<file path="config.mk">
export PLATFORM = sky130hd
export DESIGN_NAME = spi_xfer_ctrl_flat
export DESIGN_NICKNAME = d
export VERILOG_FILES = /design/src/rtl/spi_xfer_ctrl_pkg.sv /design/src/rtl/spi_xfer_ctrl_if.sv /design/src/rtl/spi_xfer_ctrl_hold_reg.sv /design/src/rtl/spi_xfer_ctrl.sv /design/src/flat_wrapper.sv
export SDC_FILE = /design/constraint.sdc
export NUM_CORES = 1
export LEC_CHECK = 0
export BUFFER_PORTS_ARGS = -buffer_cell sky130_fd_sc_hd__buf_2
export CAP_MARGIN = 20
export CORE_MARGIN = 1
export CORE_UTILIZATION = 24
export DETAILED_ROUTE_END_ITERATION = 10
export GPL_TIMING_DRIVEN = 0
export PLACE_DENSITY_LB_ADDON = 0.05
export SYNTH_ARGS = -nofsm -noshare
export SYNTH_HDL_FRONTEND = slang
export SYNTH_HIERARCHICAL = 1
export SYNTH_SLANG_ARGS = --single-unit
</file>
<file path="constraint.sdc">
create_clock -name clk -period 5.3 [get_ports clk]
set_clock_uncertainty 0.15 [all_clocks]
set_input_delay 0.795 -clock clk [delete_from_list [all_inputs] [get_ports clk]]
set_output_delay 0.795 -clock clk [all_outputs]
set_load 0.01 [all_outputs]
</file>
<file path="src/rtl/spi_xfer_ctrl_pkg.sv">
// rtl/spi_xfer_ctrl_pkg.sv - shared types and constants for the SPI transfer sequencer
package spi_xfer_ctrl_pkg;

    typedef enum logic [1:0] {
        ST_IDLE  = 2'd0,
        ST_PRIME = 2'd1,
        ST_XFER  = 2'd2,
        ST_STOP  = 2'd3
    } state_t;

    // The master needs a few cycles to pipeline ss; shorter guard intervals are clamped.
    localparam int GUARD_MIN = 4;

    function automatic logic rising(input logic cur, input logic prev);
        return cur & ~prev;
    endfunction

endpackage

</file>
<file path="src/rtl/spi_xfer_ctrl_if.sv">
// rtl/spi_xfer_ctrl_if.sv - host-side command, TX/RX stream and status bundle
interface spi_xfer_ctrl_if #(
    parameter int WIDTH = 8,
    parameter int LEN_W = 8
);
    logic             cmd_valid;
    logic             cmd_ready;
    logic [LEN_W-1:0] cmd_len;
    logic             abort;
    logic             tx_valid;
    logic             tx_ready;
    logic [WIDTH-1:0] tx_data;
    logic             rx_valid;
    logic [WIDTH-1:0] rx_data;
    logic             busy;
    logic             done;
    logic             underrun;

    modport master (
        output cmd_valid, cmd_len, abort, tx_valid, tx_data,
        input  cmd_ready, tx_ready, rx_valid, rx_data, busy, done, underrun
    );

    modport slave (
        input  cmd_valid, cmd_len, abort, tx_valid, tx_data,
        output cmd_ready, tx_ready, rx_valid, rx_data, busy, done, underrun
    );
endinterface

</file>
<file path="src/rtl/spi_xfer_ctrl_hold_reg.sv">
// rtl/spi_xfer_ctrl_hold_reg.sv - single-word TX holding register between stream and master
module spi_xfer_ctrl_hold_reg #(
    parameter int WIDTH = 8
) (
    input  logic             clk,
    input  logic             rst,
    input  logic             flush,
    input  logic             fill,
    input  logic [WIDTH-1:0] fill_data,
    input  logic             drain,
    output logic             full,
    output logic [WIDTH-1:0] data
);

    // A fill in the same cycle as a drain wins: the new word replaces the one just taken.
    always_ff @(posedge clk) begin
        if (rst || flush) begin
            full <= 1'b0;
        end else if (fill) begin
            full <= 1'b1;
        end else if (drain) begin
            full <= 1'b0;
        end
    end

    always_ff @(posedge clk) begin
        if (rst) begin
            data <= '0;
        end else if (fill) begin
            data <= fill_data;
        end
    end

endmodule

</file>
<file path="src/rtl/spi_xfer_ctrl.sv">
// rtl/spi_xfer_ctrl.sv - frames multi-word SPI transactions on one spi_master instance
module spi_xfer_ctrl
    import spi_xfer_ctrl_pkg::*;
#(
    parameter int WIDTH = 8,
    parameter int LEN_W = 8,
    parameter int GUARD = 8
) (
    input  logic             clk,
    input  logic             rst,
    spi_xfer_ctrl_if.slave   host,
    output logic             spi_reset,
    output logic             ss_n_en,
    output logic             spi_tx_valid,
    output logic [WIDTH-1:0] spi_tx_data,
    input  logic             spi_tx_int,
    input  logic [WIDTH-1:0] spi_rx_data,
    input  logic             spi_rx_int
);

    localparam int GUARD_EFF = (GUARD < GUARD_MIN) ? GUARD_MIN : GUARD;
    localparam int GW        = $clog2(GUARD_EFF + 1);

    state_t           state;
    state_t           state_nx;
    logic [LEN_W-1:0] tx_left;
    logic [LEN_W-1:0] rx_left;
    logic [GW-1:0]    guard_cnt;
    logic             tx_int_q;
    logic             rx_int_q;
    logic             rx_valid_r;
    logic [WIDTH-1:0] rx_data_r;
    logic             done_r;
    logic             spi_reset_r;
    logic             underrun_r;

    logic             hold_full;
    logic [WIDTH-1:0] hold_data;

    logic             tx_rise;
    logic             rx_rise;
    logic             cmd_accept;
    logic             tx_fire;
    logic             rx_take;
    logic             guard_done;
    logic             active;

    assign tx_rise    = rising(spi_tx_int, tx_int_q);
    assign rx_rise    = rising(spi_rx_int, rx_int_q);
    assign active     = (state == ST_PRIME) || (state == ST_XFER);
    assign cmd_accept = (state == ST_IDLE) && host.cmd_valid;
    assign tx_fire    = host.tx_valid && host.tx_ready;
    // A word landing in the same cycle as an abort is dropped along with the rest.
    assign rx_take    = (state == ST_XFER) && rx_rise && !host.abort;
    assign guard_done = (state == ST_STOP) && (guard_cnt == '0);

    spi_xfer_ctrl_hold_reg #(
        .WIDTH (WIDTH)
    ) u_hold (
        .clk       (clk),
        .rst       (rst),
        .flush     (state == ST_STOP),
        .fill      (tx_fire),
        .fill_data (host.tx_data),
        .drain     (tx_rise),
        .full      (hold_full),
        .data      (hold_data)
    );

    always_comb begin
        state_nx = state;
        case (state)
            ST_IDLE: begin
                if (host.cmd_valid && (host.cmd_len != '0)) state_nx = ST_PRIME;
            end
            ST_PRIME: begin
                if (host.abort)      state_nx = ST_STOP;
                else if (hold_full)  state_nx = ST_XFER;
            end
            ST_XFER: begin
                if (host.abort)                                   state_nx = ST_STOP;
                else if (rx_take && (rx_left == LEN_W'(1)))       state_nx = ST_STOP;
            end
            ST_STOP: begin
                if (guard_cnt == '0) state_nx = ST_IDLE;
            end
            default: state_nx = ST_IDLE;
        endcase
    end

    always_ff @(posedge clk) begin
        if (rst) begin
            state       <= ST_IDLE;
            tx_left     <= '0;
            rx_left     <= '0;
            guard_cnt   <= '0;
            tx_int_q    <= 1'b0;
            rx_int_q    <= 1'b0;
            rx_valid_r  <= 1'b0;
            rx_data_r   <= '0;
            done_r      <= 1'b0;
            spi_reset_r <= 1'b0;
            underrun_r  <= 1'b0;
        end else begin
            state       <= state_nx;
            tx_int_q    <= spi_tx_int;
            rx_int_q    <= spi_rx_int;
            rx_valid_r  <= rx_take;
            done_r      <= (cmd_accept && (host.cmd_len == '0)) || guard_done;
            spi_reset_r <= guard_done;

            if (rx_take) begin
                rx_data_r <= spi_rx_data;
            end

            if (cmd_accept) begin
                tx_left    <= host.cmd_len;
                rx_left    <= host.cmd_len;
                underrun_r <= 1'b0;
            end else begin
                if (tx_fire) tx_left <= tx_left - LEN_W'(1);
                if (rx_take) rx_left <= rx_left - LEN_W'(1);
                // The master has already reloaded from an empty holding reg and resends stale data.
                if (rx_take && (rx_left > LEN_W'(1)) && !hold_full) underrun_r <= 1'b1;
            end

            if ((state != ST_STOP) && (state_nx == ST_STOP)) begin
                guard_cnt <= GW'(GUARD_EFF);
            end else if ((state == ST_STOP) && (guard_cnt != '0)) begin
                guard_cnt <= guard_cnt - GW'(1);
            end
        end
    end

    assign host.cmd_ready = (state == ST_IDLE);
    assign host.busy      = (state != ST_IDLE);
    assign host.tx_ready  = active && !hold_full && (tx_left != '0);
    assign host.rx_valid  = rx_valid_r;
    assign host.rx_data   = rx_data_r;
    assign host.done      = done_r;
    assign host.underrun  = underrun_r;

    assign spi_reset      = spi_reset_r;
    assign ss_n_en        = (state == ST_XFER);
    assign spi_tx_valid   = hold_full && (state != ST_STOP);
    assign spi_tx_data    = hold_data;

endmodule

</file>
<file path="src/flat_wrapper.sv">
// flat-port wrapper written by rule: the top's interface ports become plain ports
module spi_xfer_ctrl_flat import spi_xfer_ctrl_pkg::*;
#(
    parameter int WIDTH = 8,
    parameter int LEN_W = 8,
    parameter int GUARD = 8
)
  (clk, rst, spi_reset, ss_n_en, spi_tx_valid, spi_tx_data, spi_tx_int, spi_rx_data, spi_rx_int, host_cmd_valid, host_cmd_len, host_abort, host_tx_valid, host_tx_data, host_cmd_ready, host_tx_ready, host_rx_valid, host_rx_data, host_busy, host_done, host_underrun);
  spi_xfer_ctrl_if #(.WIDTH(WIDTH), .LEN_W(LEN_W)) host_i ();
  input  logic clk;
  input  logic rst;
  output logic spi_reset;
  output logic ss_n_en;
  output logic spi_tx_valid;
  output logic [WIDTH-1:0] spi_tx_data;
  input  logic spi_tx_int;
  input  logic [WIDTH-1:0] spi_rx_data;
  input  logic spi_rx_int;
  input wire logic [$bits(host_i.cmd_valid)-1:0] host_cmd_valid;
  input wire logic [$bits(host_i.cmd_len)-1:0] host_cmd_len;
  input wire logic [$bits(host_i.abort)-1:0] host_abort;
  input wire logic [$bits(host_i.tx_valid)-1:0] host_tx_valid;
  input wire logic [$bits(host_i.tx_data)-1:0] host_tx_data;
  output wire logic [$bits(host_i.cmd_ready)-1:0] host_cmd_ready;
  output wire logic [$bits(host_i.tx_ready)-1:0] host_tx_ready;
  output wire logic [$bits(host_i.rx_valid)-1:0] host_rx_valid;
  output wire logic [$bits(host_i.rx_data)-1:0] host_rx_data;
  output wire logic [$bits(host_i.busy)-1:0] host_busy;
  output wire logic [$bits(host_i.done)-1:0] host_done;
  output wire logic [$bits(host_i.underrun)-1:0] host_underrun;
  assign host_i.cmd_valid = host_cmd_valid;
  assign host_i.cmd_len = host_cmd_len;
  assign host_i.abort = host_abort;
  assign host_i.tx_valid = host_tx_valid;
  assign host_i.tx_data = host_tx_data;
  assign host_cmd_ready = host_i.cmd_ready;
  assign host_tx_ready = host_i.tx_ready;
  assign host_rx_valid = host_i.rx_valid;
  assign host_rx_data = host_i.rx_data;
  assign host_busy = host_i.busy;
  assign host_done = host_i.done;
  assign host_underrun = host_i.underrun;
  spi_xfer_ctrl #(.WIDTH(WIDTH), .LEN_W(LEN_W), .GUARD(GUARD)) u_core (.clk(clk), .rst(rst), .host(host_i), .spi_reset(spi_reset), .ss_n_en(ss_n_en), .spi_tx_valid(spi_tx_valid), .spi_tx_data(spi_tx_data), .spi_tx_int(spi_tx_int), .spi_rx_data(spi_rx_data), .spi_rx_int(spi_rx_int));
endmodule
</file>
==> After elaboration in Yosys (flattened, before gate mapping) <==
Cells that the tools add are included.
{ "totals": {"register_bits": 45, "out_inout_bits": 25, "in_bits": 31} }
{ "classes": {"order_cmp": 1, "reduce_logical": 33, "n_bitwise": 4, "addsub": 3, "eq_ne": 6, "mux": 15} }
{ "ops": {"columns": ["cell", "count"], "rows": [
  ["8-bit two-way mux", 4],
  ["8-bit nonzero test", 2],
  ["8-bit by 1-bit subtractor with 8-bit output, second input constant", 2],
  ["1-bit logical AND", 15],
  ["2-bit two-way mux", 6],
  ["2-bit nonzero test", 5],
  ["8-bit by 1-bit == test with 1-bit output, second input constant", 1],
  ["8-bit by 1-bit > comparator with 1-bit output, second input constant", 1],
  ["8-bit logical NOT", 1],
  ["4-bit two-way mux", 2],
  ["2-bit one-hot mux with 4 select lines", 1],
  ["2-bit == test, second input constant", 3],
  ["4-bit logical NOT", 1],
  ["4-bit nonzero test", 1],
  ["2-bit OR reduction", 2],
  ["4-bit by 1-bit subtractor with 4-bit output, second input constant", 1],
  ["1-bit logical OR", 3],
  ["1-bit AND", 2],
  ["2-bit by 1-bit == test with 1-bit output, second input constant", 1],
  ["1-bit logical NOT", 2],
  ["2-bit logical NOT", 1],
  ["1-bit two-way mux", 2],
  ["2-bit inequality test, second input constant", 1],
  ["1-bit NOT", 2]
]} }

==> Depth between registers and ports, before layout <==
{ "logic_depth": {"word_depth": 11, "depth_mapped": 8} }

==> Modules after synthesis <==
Netlist, hierarchy kept.
{ "modules_own_cells": {"columns": ["module", "n_inst", "cells_per_inst", "area_each_um2", "seq_area_each_um2"], "rows": [
  ["spi_xfer_ctrl", 1, 205, 1779.2, 720.7],
  ["spi_xfer_ctrl_hold_reg", 1, 30, 324.1, 180.2]
]} }

==> Worst setup path after synthesis <==
No wires, ideal clock.
{ "synth_timing": {"kind": "input to register", "start": "input host_cmd_len[0]", "end": "register u_core.guard_cnt[2]", "slack_ns": 3.186, "cell_stages": 5, "arrival_ns": 1.894, "setup_time_ns": 0.070, "required_time_ns": 5.080, "cell_sequence": "nor4_2 a21boi_1 or3_1 a31oi_1 a21boi_1"} }
{ "synth_via": {"elab_chain_cells": 7} }
{ "synth_rtl": {"columns": ["element", "line_no", "source"], "rows": [
  ["from (decl)", "flat_wrapper.sv:20", "input wire logic [$bits(host_i.cmd_len)-1:0] host_cmd_len;"],
  ["8-bit nonzero test", "spi_xfer_ctrl.sv:74", "if (host.cmd_valid && (host.cmd_len != '0)) state_nx = ST_PRIME;"],
  ["1-bit logical AND", "spi_xfer_ctrl.sv:74", null],
  ["2-bit two-way mux", "spi_xfer_ctrl.sv:74", null],
  ["2-bit one-hot mux with 4 select lines", "spi_xfer_ctrl.sv:72", "case (state)"],
  ["2-bit == test", "spi_xfer_ctrl.sv:127", "if ((state != ST_STOP) && (state_nx == ST_STOP)) begin"],
  ["1-bit logical AND", "spi_xfer_ctrl.sv:127", null],
  ["2-bit OR reduction (no source line)", null, null],
  ["to (signal assigned)", "spi_xfer_ctrl.sv:128", "guard_cnt <= GW'(GUARD_EFF);"],
  ["to (signal assigned)", "spi_xfer_ctrl.sv:130", "guard_cnt <= guard_cnt - GW'(1);"],
  ["to (decl)", "spi_xfer_ctrl.sv:28", "logic [GW-1:0] guard_cnt;"]
]} }
No other way between the ends.
A chain may end at the register's enable or synchronous reset.

==> Worst setup path in the final report <==
{ "layout_timing": {"start": "register u_core.tx_left[0]", "end": "output host_tx_ready"} }
{ "layout_via": {"elab_chain_cells": 2} }
{ "layout_rtl": {"columns": ["element", "line_no", "source"], "rows": [
  ["from (decl)", "spi_xfer_ctrl.sv:26", "logic [LEN_W-1:0] tx_left;"],
  ["from (signal assigned)", "spi_xfer_ctrl.sv:117", "tx_left <= host.cmd_len;"],
  ["from (signal assigned)", "spi_xfer_ctrl.sv:121", "if (tx_fire) tx_left <= tx_left - LEN_W'(1);"],
  ["8-bit nonzero test", "spi_xfer_ctrl.sv:137", "assign host.tx_ready = active && !hold_full && (tx_left != '0);"],
  ["1-bit logical AND", "spi_xfer_ctrl.sv:137", null],
  ["to (decl)", "flat_wrapper.sv:25", "output wire logic [$bits(host_i.tx_ready)-1:0] host_tx_ready;"]
]} }
No other way between the ends.

==> results_dict.tcl <==
set metrics [dict create \
    p_sw_mw 0.244 \
    num-fill-cells 929 \
    synthesis.nets 276 \
    fp.dieW_um 95.6 \
    drtIter0Drc 59 \
    stdcell_count 402 \
    antenna_found_initial 0 \
    synth_cells 235 \
    clkSinkCount 45 \
    yosysWarnings 6 \
    p_seq_share_pct 44.2 \
    die_h_um 95.6 \
    start_util_pct 25.2 \
    design_area_sq_um 2640 \
    max_stage_delay_ns 0.47 \
    ff2ff_setup_slack_ns 3.09 \
    final_nets 337 \
    grt_pass1_wl_um 8580 \
    outcome "finished clean" \
    cts_tree "built" \
    clk_latency_ns 0.30 \
    pwr-share-comb_pct 20.4 \
    drv_cap 0 \
    peakVddDrop_mv 0.104 \
    multi_input_area_sq_um 1100 \
    dp.cells 394 \
    dr.pass1.iters 4 \
    fin_crit_ns 2.58 \
    track_usage_pct 12.6 \
    cp_top_family "simple AND/OR/NAND/NOR gates" \
    gp_congestion 0.729 \
    holdBufCountCts 0 \
    cp.required_ns 4.36 \
    routed_wl_um 5340 \
    io_buffers 54 \
    clock_power_share_pct 35.5 \
    fin_tns_setup_ns 0 \
    relSlewSlack_pct 42.0 \
    final_util_pct 31.6 \
    synth_edf_count 0 \
    synthToLayoutAreaGrowth_pct 25.5 \
    regArea_sq_um 901 \
    pwr_density_cell_nw_per_um2 332 \
    switching_share_pct 27.8 \
    finalCritPeriodShare_pct 48.7 \
    grt_pass1_vias 1732 \
    viasPerCell 4.46 \
    p_leak_nw 1.09 \
    synth.avg_cell_area_sq_um 8.95 \
    grt.overflow.total 0 \
    drc 0 \
    cp-end-kind "primary output" \
    clockBufferDepth 2 \
    layout-drive-gt1-share_pct 24.6 \
    pin_count 56 \
    rsz0062_at_grt "false" \
    async_reset_ff_share_pct 0 \
    hold_path.class "reg -> reg" \
    ys_seq_elements 45 \
    arrival_ns 1.63 \
    wl_per_cell_um 13.3 \
    critPathMaxFanout 3 \
    dp.final_hpwl_um 4030 \
    fp.dieArea_sq_um 9140 \
    coreArea_sq_um 8340 \
    numCtsBuffers 5 \
    htreeDepth 2 \
    hold_viol 0 \
    slowest_stage "or4b_4" \
    synth.distinct_cells 43 \
    start_kind "flop" \
    root_buffer "clkbuf_8" \
    fmax_ghz 0.388 \
    crit_chain "inv_1, ha_1, or4b_4, nor2_1, nor3b_1, buf_2" \
    path_buf_inv 2 \
    n_antenna_cell 0 \
    std_cell_rows 33 \
    maxSlewViolCount 0 \
    cts_setup_buffers 0 \
    worstSetupPathType "reg -> out" \
    postRouteAntennaNets 0 \
    dr_total_vias 1791 \
    synth-main-ff-cell "dfxtp_1" \
    post_cts_resized 0 \
    postPlaceCellArea_sq_um 2500 \
    synth-seq-area-share_pct 42.8 \
    clk_pin_slew_ns 0.09 \
    max_slew.worst_pin.slew_ns 0.863 \
    grt_max_degree 15 \
    netlist_area_sq_um 2100 \
    setup_viol 0 \
    p_int_mw 0.633 \
]
## tightest hold or removal path, delay by kind of cell (launching register included)
family	cells	cell delay, ns
simple gates	1	0.05
compound gates	1	0.05
flops	1	0.32
## path summary, 6_finish.rpt
path	depth (start not counted)	startpoint	to
setup reg to reg	7	u_core/guard_cnt[0]$_SDFFE_PP0P_	u_core/guard_cnt[2]$_SDFFE_PP0P_
hold / removal	2	u_core/host.rx_data[2]$_SDFFE_PP0P_	u_core/host.rx_data[2]$_SDFFE_PP0P_
hold reg to reg	2	u_core/host.rx_data[2]$_SDFFE_PP0P_	u_core/host.rx_data[2]$_SDFFE_PP0P_
setup / recovery	6	u_core/tx_left[0]$_SDFFE_PP0P_	host_tx_ready
## power by group through the flow
stage / logic, mW / registers (mW) / clock network, mW
4_1_cts: 0.181 / 0.387 / 0.322
3_5_place_dp: 0.180 / 0.395 / 0
5_1_grt: 0.202 / 0.392 / 0.337
2_1_floorplan: 0.122 / 0.393 / 0
6_report: 0.179 / 0.387 / 0.311
3_3_place_gp: 0.181 / 0.396 / 0
## cell usage after synthesis (2+ instances only)
master    instances  share of area [%]
nor3_1            4               0.95
nand3_1           5                1.2
o211ai_1          3                1.1
o21bai_1          7                2.5
mux2i_1           9                4.3
ha_1             10                5.9
buf_2             2               0.48
clkbuf_1          6                1.1
xnor2_1           7                2.9
and2_1            2               0.59
dfxtp_1          45                 43
inv_1            10                1.8
o21ai_0           2               0.48
a21boi_1          2               0.71
nor2b_1           5                1.5
o21a_1            2               0.71
nand2_1          27                4.8
buf_6             2                1.1
xor2_1            9                3.7
a21oi_1          28                6.7
nor4_1            3               0.89
nand4b_1          2               0.83
or3_1             2               0.59
nor2_1           21                3.7
nor4_2            2                1.2
## cell type report
class | count | area share [%]
Buffer | 11 | 2.28
Clock buffer | 5 | 2.61
Clock inverter | 3 | 2.47
Inverter | 10 | 1.42
Multi-Input combinational cell | 169 | 41.9
Sequential cell | 45 | 34.1
Tap cell | 105 | 4.98
Timing Repair Buffer | 54 | 10.2
## metal layers
metal / track usage (%) / vias up / wire length, um
met3: 3.91 / 9 / 390
li1: - / 933 / -
met5: 0 / - / 0
met1: 17.3 / 793 / 2680
met4: 4.98 / 0 / 87
met2: 18.2 / 56 / 2180
## registers in the layout, summed over array words and instances (netlist names), 2 cells and up
signal               flops
u_core/host.rx_data      8
u_core/tx_left           8
u_core/u_hold/data       8
u_core/state             2
u_core/guard_cnt         4
u_core/rx_left           8
## layout by cell type, fill, tap and decap left out, drive strengths merged, types with 2 or more instances in the layout
cell     n
nand4b   2
or3      3
nor4     5
nor2    21
a21oi   28
buf     58
clkbuf  12
o211ai   3
nor2b    5
bufinv   2
o21ai    2
inv     10
o21bai   7
and2     2
mux2i    9
ha      10
nand2   27
a21boi   2
xnor2    7
nor3     4
o21a     2
dfxtp   45
xor2     9
nand3    5
## through the flow
stage	worst slack, ns	power [mW]	hold WS, ns
5_1_grt	2.62	0.931	0.327
6_report	2.72	0.877	0.308
3_3_place_gp	2.70	0.577	0.290
2_1_floorplan	3.19	0.515	0.318
4_1_cts	2.69	0.891	0.311
3_5_place_dp	2.75	0.575	0.296
## kinds of logic (layout without fill, tap and decap cells)
family | after synthesis | count (layout) | synth area share, %
simple gates | 82 | 82 | 20.2
compound gates | 52 | 52 | 15.4
flops | 45 | 45 | 42.8
buf+inv | 21 | 83 | 4.64
xor+xnor | 16 | 16 | 6.66
fa+ha+maj | 10 | 10 | 5.95
mux | 9 | 9 | 4.28
Note: power is estimated with default switching activity, not from simulation.
